**src/rtl/bit_deserializer.sv**
```systemverilog
// rtl/bit_deserializer.sv - serial frame receiver with output word FIFO
//
// Purpose: receives framed words from a one-bit-per-cycle stream and queues
// them in a small FIFO for a valid/ready consumer.
// Frame on io_in: start bit (1), WIDTH data bits LSB first, stop bit (0).
// With PARITY_CHECK_EN defined, an even-parity bit sits between the last
// data bit and the stop bit.
//
// Ports:
//   clk          - sole clock, rising edge
//   reset        - synchronous, active-high
//   io_in        - serial input, idle level 0
//   io_out_valid - FIFO head holds a received word
//   io_out_ready - consumer accepts the head word
//   io_out_bits  - head word, bit 0 = first data bit received
//   io_frame_err - one-cycle pulse: frame dropped (bad stop or parity bit)
//   io_overrun   - one-cycle pulse: good frame dropped, FIFO full
//
// Macro: PARITY_CHECK_EN adds the parity bit and its check.

module bit_deserializer #(
    parameter int WIDTH = 8,
    parameter int DEPTH = 2
) (
    input  logic             clk,
    input  logic             reset,
    input  logic             io_in,
    output logic             io_out_valid,
    input  logic             io_out_ready,
    output logic [WIDTH-1:0] io_out_bits,
    output logic             io_frame_err,
    output logic             io_overrun
);

    localparam int CNTW = (WIDTH > 1) ? $clog2(WIDTH) : 1;
    localparam int PW   = (DEPTH > 1) ? $clog2(DEPTH) : 1;
    localparam int CW   = $clog2(DEPTH + 1);

`ifdef PARITY_CHECK_EN
    typedef enum logic [1:0] {
        IDLE   = 2'd0,
        DATA   = 2'd1,
        PARITY = 2'd2,
        STOP   = 2'd3
    } state_t;
`else
    typedef enum logic [1:0] {
        IDLE = 2'd0,
        DATA = 2'd1,
        STOP = 2'd2
    } state_t;
`endif

    state_t            state_q, state_d;
    logic              bit_q, bit_d;
    logic [CNTW-1:0]   cnt_q, cnt_d;
    logic [WIDTH-1:0]  shreg_q, shreg_d;
    logic              frame_err_q, frame_err_d;
    logic              overrun_q, overrun_d;
`ifdef PARITY_CHECK_EN
    logic              par_ok_q, par_ok_d;
`endif

    logic [WIDTH-1:0]  mem_q [DEPTH];
    logic [WIDTH-1:0]  mem_d [DEPTH];
    logic [PW-1:0]     wr_ptr_q, wr_ptr_d;
    logic [PW-1:0]     rd_ptr_q, rd_ptr_d;
    logic [CW-1:0]     count_q, count_d;

    logic              push;
    logic              pop;
    logic              full;
    logic              frame_good;

    assign full = (count_q == CW'(DEPTH));
    assign pop  = (count_q != '0) && io_out_ready;

    // Receive FSM
    always_comb begin
        state_d     = state_q;
        cnt_d       = cnt_q;
        shreg_d     = shreg_q;
        frame_err_d = 1'b0;
        overrun_d   = 1'b0;
        push        = 1'b0;
        frame_good  = 1'b0;
`ifdef PARITY_CHECK_EN
        par_ok_d    = par_ok_q;
`endif
        unique case (state_q)
            IDLE: begin
                if (bit_q) begin
                    state_d = DATA;
                    cnt_d   = '0;
                end
            end
            DATA: begin
                for (int i = 0; i < WIDTH; i++) begin
                    if (cnt_q == CNTW'(i)) begin
                        shreg_d[i] = bit_q;
                    end
                end
                cnt_d = cnt_q + CNTW'(1);
                if (cnt_q == CNTW'(WIDTH - 1)) begin
`ifdef PARITY_CHECK_EN
                    state_d = PARITY;
`else
                    state_d = STOP;
`endif
                end
            end
`ifdef PARITY_CHECK_EN
            PARITY: begin
                // Even parity over data plus parity bit
                par_ok_d = ~((^shreg_q) ^ bit_q);
                state_d  = STOP;
            end
`endif
            STOP: begin
`ifdef PARITY_CHECK_EN
                frame_good = ~bit_q & par_ok_q;
`else
                frame_good = ~bit_q;
`endif
                if (frame_good) begin
                    // A pop at the same edge frees the slot being written
                    if (!full || pop) begin
                        push = 1'b1;
                    end else begin
                        overrun_d = 1'b1;
                    end
                end else begin
                    frame_err_d = 1'b1;
                end
                state_d = IDLE;
            end
            default: begin
                state_d = IDLE;
            end
        endcase
    end

    // Output FIFO
    always_comb begin
        mem_d    = mem_q;
        wr_ptr_d = wr_ptr_q;
        rd_ptr_d = rd_ptr_q;
        count_d  = count_q;
        bit_d    = io_in;

        if (push) begin
            mem_d[wr_ptr_q] = shreg_q;
            wr_ptr_d = (wr_ptr_q == PW'(DEPTH - 1)) ? '0 : wr_ptr_q + PW'(1);
        end
        if (pop) begin
            rd_ptr_d = (rd_ptr_q == PW'(DEPTH - 1)) ? '0 : rd_ptr_q + PW'(1);
        end
        if (push && !pop) begin
            count_d = count_q + CW'(1);
        end else if (pop && !push) begin
            count_d = count_q - CW'(1);
        end
    end

    always_ff @(posedge clk) begin
        if (reset) begin
            state_q     <= IDLE;
            bit_q       <= 1'b0;
            cnt_q       <= '0;
            shreg_q     <= '0;
            frame_err_q <= 1'b0;
            overrun_q   <= 1'b0;
`ifdef PARITY_CHECK_EN
            par_ok_q    <= 1'b0;
`endif
            wr_ptr_q    <= '0;
            rd_ptr_q    <= '0;
            count_q     <= '0;
            for (int i = 0; i < DEPTH; i++) begin
                mem_q[i] <= '0;
            end
        end else begin
            state_q     <= state_d;
            bit_q       <= bit_d;
            cnt_q       <= cnt_d;
            shreg_q     <= shreg_d;
            frame_err_q <= frame_err_d;
            overrun_q   <= overrun_d;
`ifdef PARITY_CHECK_EN
            par_ok_q    <= par_ok_d;
`endif
            wr_ptr_q    <= wr_ptr_d;
            rd_ptr_q    <= rd_ptr_d;
            count_q     <= count_d;
            mem_q       <= mem_d;
        end
    end

    assign io_out_valid = (count_q != '0);
    assign io_out_bits  = mem_q[rd_ptr_q];
    assign io_frame_err = frame_err_q;
    assign io_overrun   = overrun_q;

endmodule

```
**config.mk**
```make
export PLATFORM = sky130hd
export DESIGN_NAME = bit_deserializer
export DESIGN_NICKNAME = d
export VERILOG_FILES = /design/src/rtl/bit_deserializer.sv
export SDC_FILE = /design/constraint.sdc
export NUM_CORES = 1
export LEC_CHECK = 0
export CAP_MARGIN = 20
export CORE_MARGIN = 4
export CORE_UTILIZATION = 45
export CTS_CLUSTER_DIAMETER = 120
export DETAILED_ROUTE_END_ITERATION = 10
export HOLD_SLACK_MARGIN = 0.05
export PLACE_DENSITY = 0.77
export SLEW_MARGIN = 20
export SYNTH_ARGS = -nofsm -noshare
export SYNTH_HDL_FRONTEND = slang
export SYNTH_SLANG_ARGS = --single-unit
```
**constraint.sdc**
```tcl
create_clock -name clk -period 1.64 [get_ports clk]
set_input_delay 0.164 -clock clk [delete_from_list [all_inputs] [get_ports clk]]
set_output_delay 0.164 -clock clk [all_outputs]
set_load 0.02 [all_outputs]
```
# Word level (Yosys, flattened, before mapping)
# Cells that the tools add are included.
[totals]
reg_bits = 36
in_bits = 4
output_inout_bits = 11
elab_cells = 86
[op_classes]
add_sub_neg = 5
n_lt_le_gt_ge = 3
n_eq_ne = 12
n_mux = 20
bitwise = 3
reduce_logical = 25
[op_table]
columns = ["op", "count"]
rows = [
  ["two-way mux 8 bit", 4],
  ["AND reduction 2 bit", 10],
  ["bitwise mux 16 bit", 1],
  ["== test 3 bit (second input constant)", 4],
  ["demux 8 bit (select 1 bit)", 1],
  ["two-way mux 2 bit", 4],
  ["two-way mux 1 bit", 7],
  ["== test 3 x 2 -> 1 bit (second input constant)", 2],
  ["one-hot mux 3 bit (2 select lines)", 1],
  ["nonzero test 2 bit", 3],
  ["== test 2 bit (second input constant)", 2],
  [">= comparator 2 bit (second input constant)", 2],
  ["logical AND 1 bit", 4],
  ["!= test 2 bit (second input constant)", 2],
  ["inverter 1 -> 2 bit", 2],
  ["one-hot mux 2 bit (2 select lines)", 1],
  ["adder 3 x 1 -> 3 bit (second input constant)", 1],
  ["== test 3 x 1 -> 1 bit (second input constant)", 1],
  ["logical NOT 1 bit", 3],
  ["logical NOT 3 bit", 1],
  ["two-way mux 3 bit", 1],
  ["OR reduction 3 bit", 1],
  ["adder 1 bit (second input constant)", 2],
  ["adder 2 x 1 -> 2 bit (second input constant)", 1],
  ["7 further kinds", 7],
]

# Logic depth before layout (Yosys ltp)
[logic_depth]
depth_word = 10
ltp_mapped = 6
ltp_nobuf = 6

# Worst setup path before layout
# No wires, ideal clock.
[synth_timing]
path_type = "register to register"
from = "register count_q[0]"
to = "register count_q[1]"
setup_ns = 0.071
arrival_time_ns = 1.716
required_time_ns = 1.569
setup_slack_ns = -0.147
path_stages_with_launch = 6
path_buffers = 0
synth_period_minus_slack_ns = 1.787
path_cell_list = "dfxtp_1 > or3b_4 > and3_2 > ha_1 > or3_1 > a21oi_1"
[synth_between]
elab_chain_cells = 9
word_cells_on_any_way = 17
cone_classes = "2 x add/sub; 1 x eq/ne; 5 x mux; 9 x reduce/logical"
[synth_rtl]
columns = ["item", "line_no", "text"]
rows = [
  ["from (decl)", "68", "logic [CW-1:0] count_q, count_d;"],
  ["from (signal assigned)", "194", "count_q <= count_d;"],
  ["== test 2 bit / nonzero test 2 bit (equally long branches)", "75, 76", ""],
  ["logical NOT 1 bit / logical AND 1 bit (equally long branches)", "127, 76", ""],
  ["logical OR 1 bit", "127", "if (!full || pop) begin"],
  ["two-way mux 1 bit", "127", ""],
  ["two-way mux 1 bit", "125", "if (frame_good) begin"],
  ["two-way mux 1 bit", "90", "unique case (state_q)"],
  ["logical NOT 1 bit", "160", "end else if (pop && !push) begin"],
  ["logical AND 1 bit", "160", ""],
  ["nonzero test 2 bit (no line)", "n/a", ""],
]
# Several ways; a longest one is shown, not always the timed one. The select of a mux whose other input is x is not followed.
# A chain may end at the register's enable or synchronous reset.

# Worst setup path after layout
[layout_timing]
from = "register count_q[1]"
to = "register count_q[1]"
# Same word-level chain as after synthesis.

==> results.ini <==
[yosys]
synth_area_leaders = dfxtp_1 45%, mux2i_1 15%, nand2b_1 9.7%
synth_top_area_share_pct = 44.58
syn-num-nets = 165
seq_area_frac_synth_pct = 44.58
syn_area_per_cell_um2 = 10.50
yosys.cell_types.count = 30
yosys_register_bits = 36
ys_warn_count = 0
synth_area_um2 = 1617
syn_inst = 154
synth_top_cell_by_area = dfxtp_1

[global_routing]
grt_first_pass_wirelength_um = 5023
antenna_found_initial = 0
grtUsageMet1_pct = 17.46
top_usage_layer = met2
grt.overflow.total = 0
grtUsageTotal_pct = 14.58
grt_pass1_vias = 1125
grt_util_met3_pct = 4.926
gr-usage-met2_pct = 24.55
grt_max_degree = 16

[worst_hold_path]
hp-start = io_in
hold_path.class = in2reg
whs_endpoint = bit_q
hold_depth = 2

[floorplan]
initial_utilization_pct = 47.69
num_rows = 21
die_h_um = 67.94
dieArea_um2 = 4615
die_x_um = 67.94
pin_count = 15
coreArea_um2 = 3390

[power]
switching_share_pct = 19.20
p_leak_nw = 0.8914
ir_worst_vdd_uv = 532.3
totalPowerFinal_mw = 1.991
p_comb_share_pct = 8.5
clkPwrFrac_pct = 46.2
power_density_nw_per_um2 = 988.2
switching_power_mw = 0.3821
p_int_mw = 1.609
p_seq_share_pct = 45.3

[worst_setup_path]
reg2reg_to = count_q[1]
cp_top_family = simple AND/OR/NAND/NOR gates
worstSetupStartpointType = register
worstPathArrival_ns = 1.96
crit_fanout = 2
critPathSlowestCell = or3b_4
worstPathCellList = or3b_4, and3_4, ha_4, xor2_2, or3_1, a21oi_2
r2r_slack_ns = -0.04
crit_required_ns = 1.92
cp-end-kind = register
ff2ff_path_depth = 6
critical_path_class = reg2reg
path_buf_inv = 0
cpPeakStageDelay_ns = 0.37
r2r_start = count_q[1]

[clock_tree]
cts_tree = built
clk_path_buf_depth = 2
h-tree-depth = 2
cts_hold_buf = 0
cts_buffers = 5
numClockSinks = 36
cts_setup_buffers = 0
clk_pin_slew_worst_paths_ns = 0.11
clock_latency_ns = 0.34
root_buffer = clkbuf_4

[layout]
drive_gt1_share_pct = 27.07
final_cells = 227
final_cell_mix = 33 x dfxtp_1, 25 x nand2b_1, 25 x mux2i_1
area_growth_pct = 24.61
final_common_cell = dfxtp_1
layout.nets = 191
fillers = 280
diodes = 0

[placed_design]
dp.cells = 219
place.gp.congestion = 0.7033
io_buffer_count = 14
pre_cts_ws_ns = -0.3596
dpl.hpwl_um = 2176

[sta]
worst_pin_slew_ns = 0.4137
maxSlewHeadroom_pct = 72.36
clock_skew_ns = 0.01150
finalSetupViolations = 1
final_hold_viol_count = 0
finalSetupTns_ns = -0.03765
layout_setup_ws_ns = -0.03765
timing.fmax_ghz = 0.5961
drv_slew = 0
final.min_clock_period_ns = 1.678
grt_setup_unrepaired = true
fin_crit_sh_pct = 102.3
fin_hold_ws_ns = 0.3706

[detailed_routing]
drc_errors = 0
drt_iter0_markers = 20
drt-total-wl_um = 2890
vias = 1132
wire_per_inst_um = 12.73
postRouteAntennaNets = 0
vias_per_cell = 4.987
first_pass_iters = 2

[status]
violations = setup timing
status = finished with violations

[run]
cap_viol_max_count = 0

[synthesized netlist by cell type]
master and instances:
and4bb_2 1, clkbuf_1 6, and3_2 1, a22oi_1 2, a211oi_1 1, inv_1 5
ha_1 7, mux2i_1 25, or2_2 1, nor3b_1 1, nor4bb_1 1, buf_6 1
nand3_1 3, o21bai_1 1, dfxtp_1 36, nor2b_1 2, buf_4 1, xor2_1 3
nand3b_1 2, or3_1 1, a21oi_1 2, o21ai_0 2, or3b_4 1, nand2b_1 25
mux2_2 8, and4_4 1, nand2_1 3, nor2_1 9, a31o_2 1, nand4_1 1
[how the worst max path moves through the flow]
stage,startpoint,to,slack (ns),cells past startpoint
2_1_floorplan,count_q[0],count_q[1],0.0003,6
3_3_place_gp,io_out_ready,count_q[1],-0.28,7
3_5_place_dp,io_out_ready,count_q[1],-0.36,7
4_1_cts,count_q[1],count_q[1],-0.05,6
5_1_grt,count_q[1],count_q[1],-0.11,6
6_report,count_q[1],count_q[1],-0.04,6
[power groups by stage]
| stage | sequential (mW) | combinational (mW) | clock (mW) |
|---|---|---|---|
| 2_1_floorplan | 0.920 | 0.0920 | 0 |
| 5_1_grt | 0.904 | 0.186 | 0.973 |
| 3_3_place_gp | 0.919 | 0.159 | 0 |
| 4_1_cts | 0.902 | 0.168 | 0.939 |
| 6_report | 0.902 | 0.170 | 0.919 |
| 3_5_place_dp | 0.921 | 0.168 | 0 |
[kinds of logic (layout without fill, tap and decap cells)]
logic type | after synthesis | count (layout) | synth area share [%]
AOI/OAI and AO/OA | 9 | 9 | 3.638
xor gates and xnor gates | 3 | 3 | 1.626
adders and majority gates | 7 | 7 | 5.418
buffers and inverters | 13 | 40 | 3.715
DFF | 36 | 36 | 44.58
muxes | 33 | 33 | 21.05
and+or+nand+nor | 53 | 53 | 19.97
[sequential cells by signal, indices dropped and copies added, names as in the netlist]
name / flops
rd_ptr_q: 1
io_frame_err: 1
shreg_q: 8
io_overrun: 1
wr_ptr_q: 1
cnt_q: 3
count_q: 2
bit_q: 1
mem_q: 16
state_q: 2
[area by class of cell]
cell class	instances	area [um2]	share of cell area (%)
well taps	46	57.56	2.857
flip-flops and latches	36	724.4	35.96
repair buffers	27	222.7	11.06
multi-input cells	105	863.3	42.86
clock inverters	3	90.09	4.472
clock buffers	5	37.54	1.863
inverters	5	18.77	0.9317
[stage by stage]
stage	cell area (um2)	utilization, %
floorplan	1635	-
global placement	1914	56.48
detailed placement	1914	56.48
CTS	2049	60.47
global route	2014	59.43
finish	2014	59.43
[metal layers]
layer	vias to the layer above	share of wire (%)
met3	6	4.1
met5	-	0
met4	0	1.4
met2	16	48
met1	533	47
li1	577	-
[timing repair]
| item | CTS | global route |
|---|---|---|
| pin swaps | 2 | 1 |
| setup endpoints to repair | 10 | 10 |
| endpoints found under the hold margin | 0 | 0 |
| cloned | 0 | 0 |
| gates resized for setup | 19 | 11 |
No activity file was read; power rests on OpenSTA's default activity.
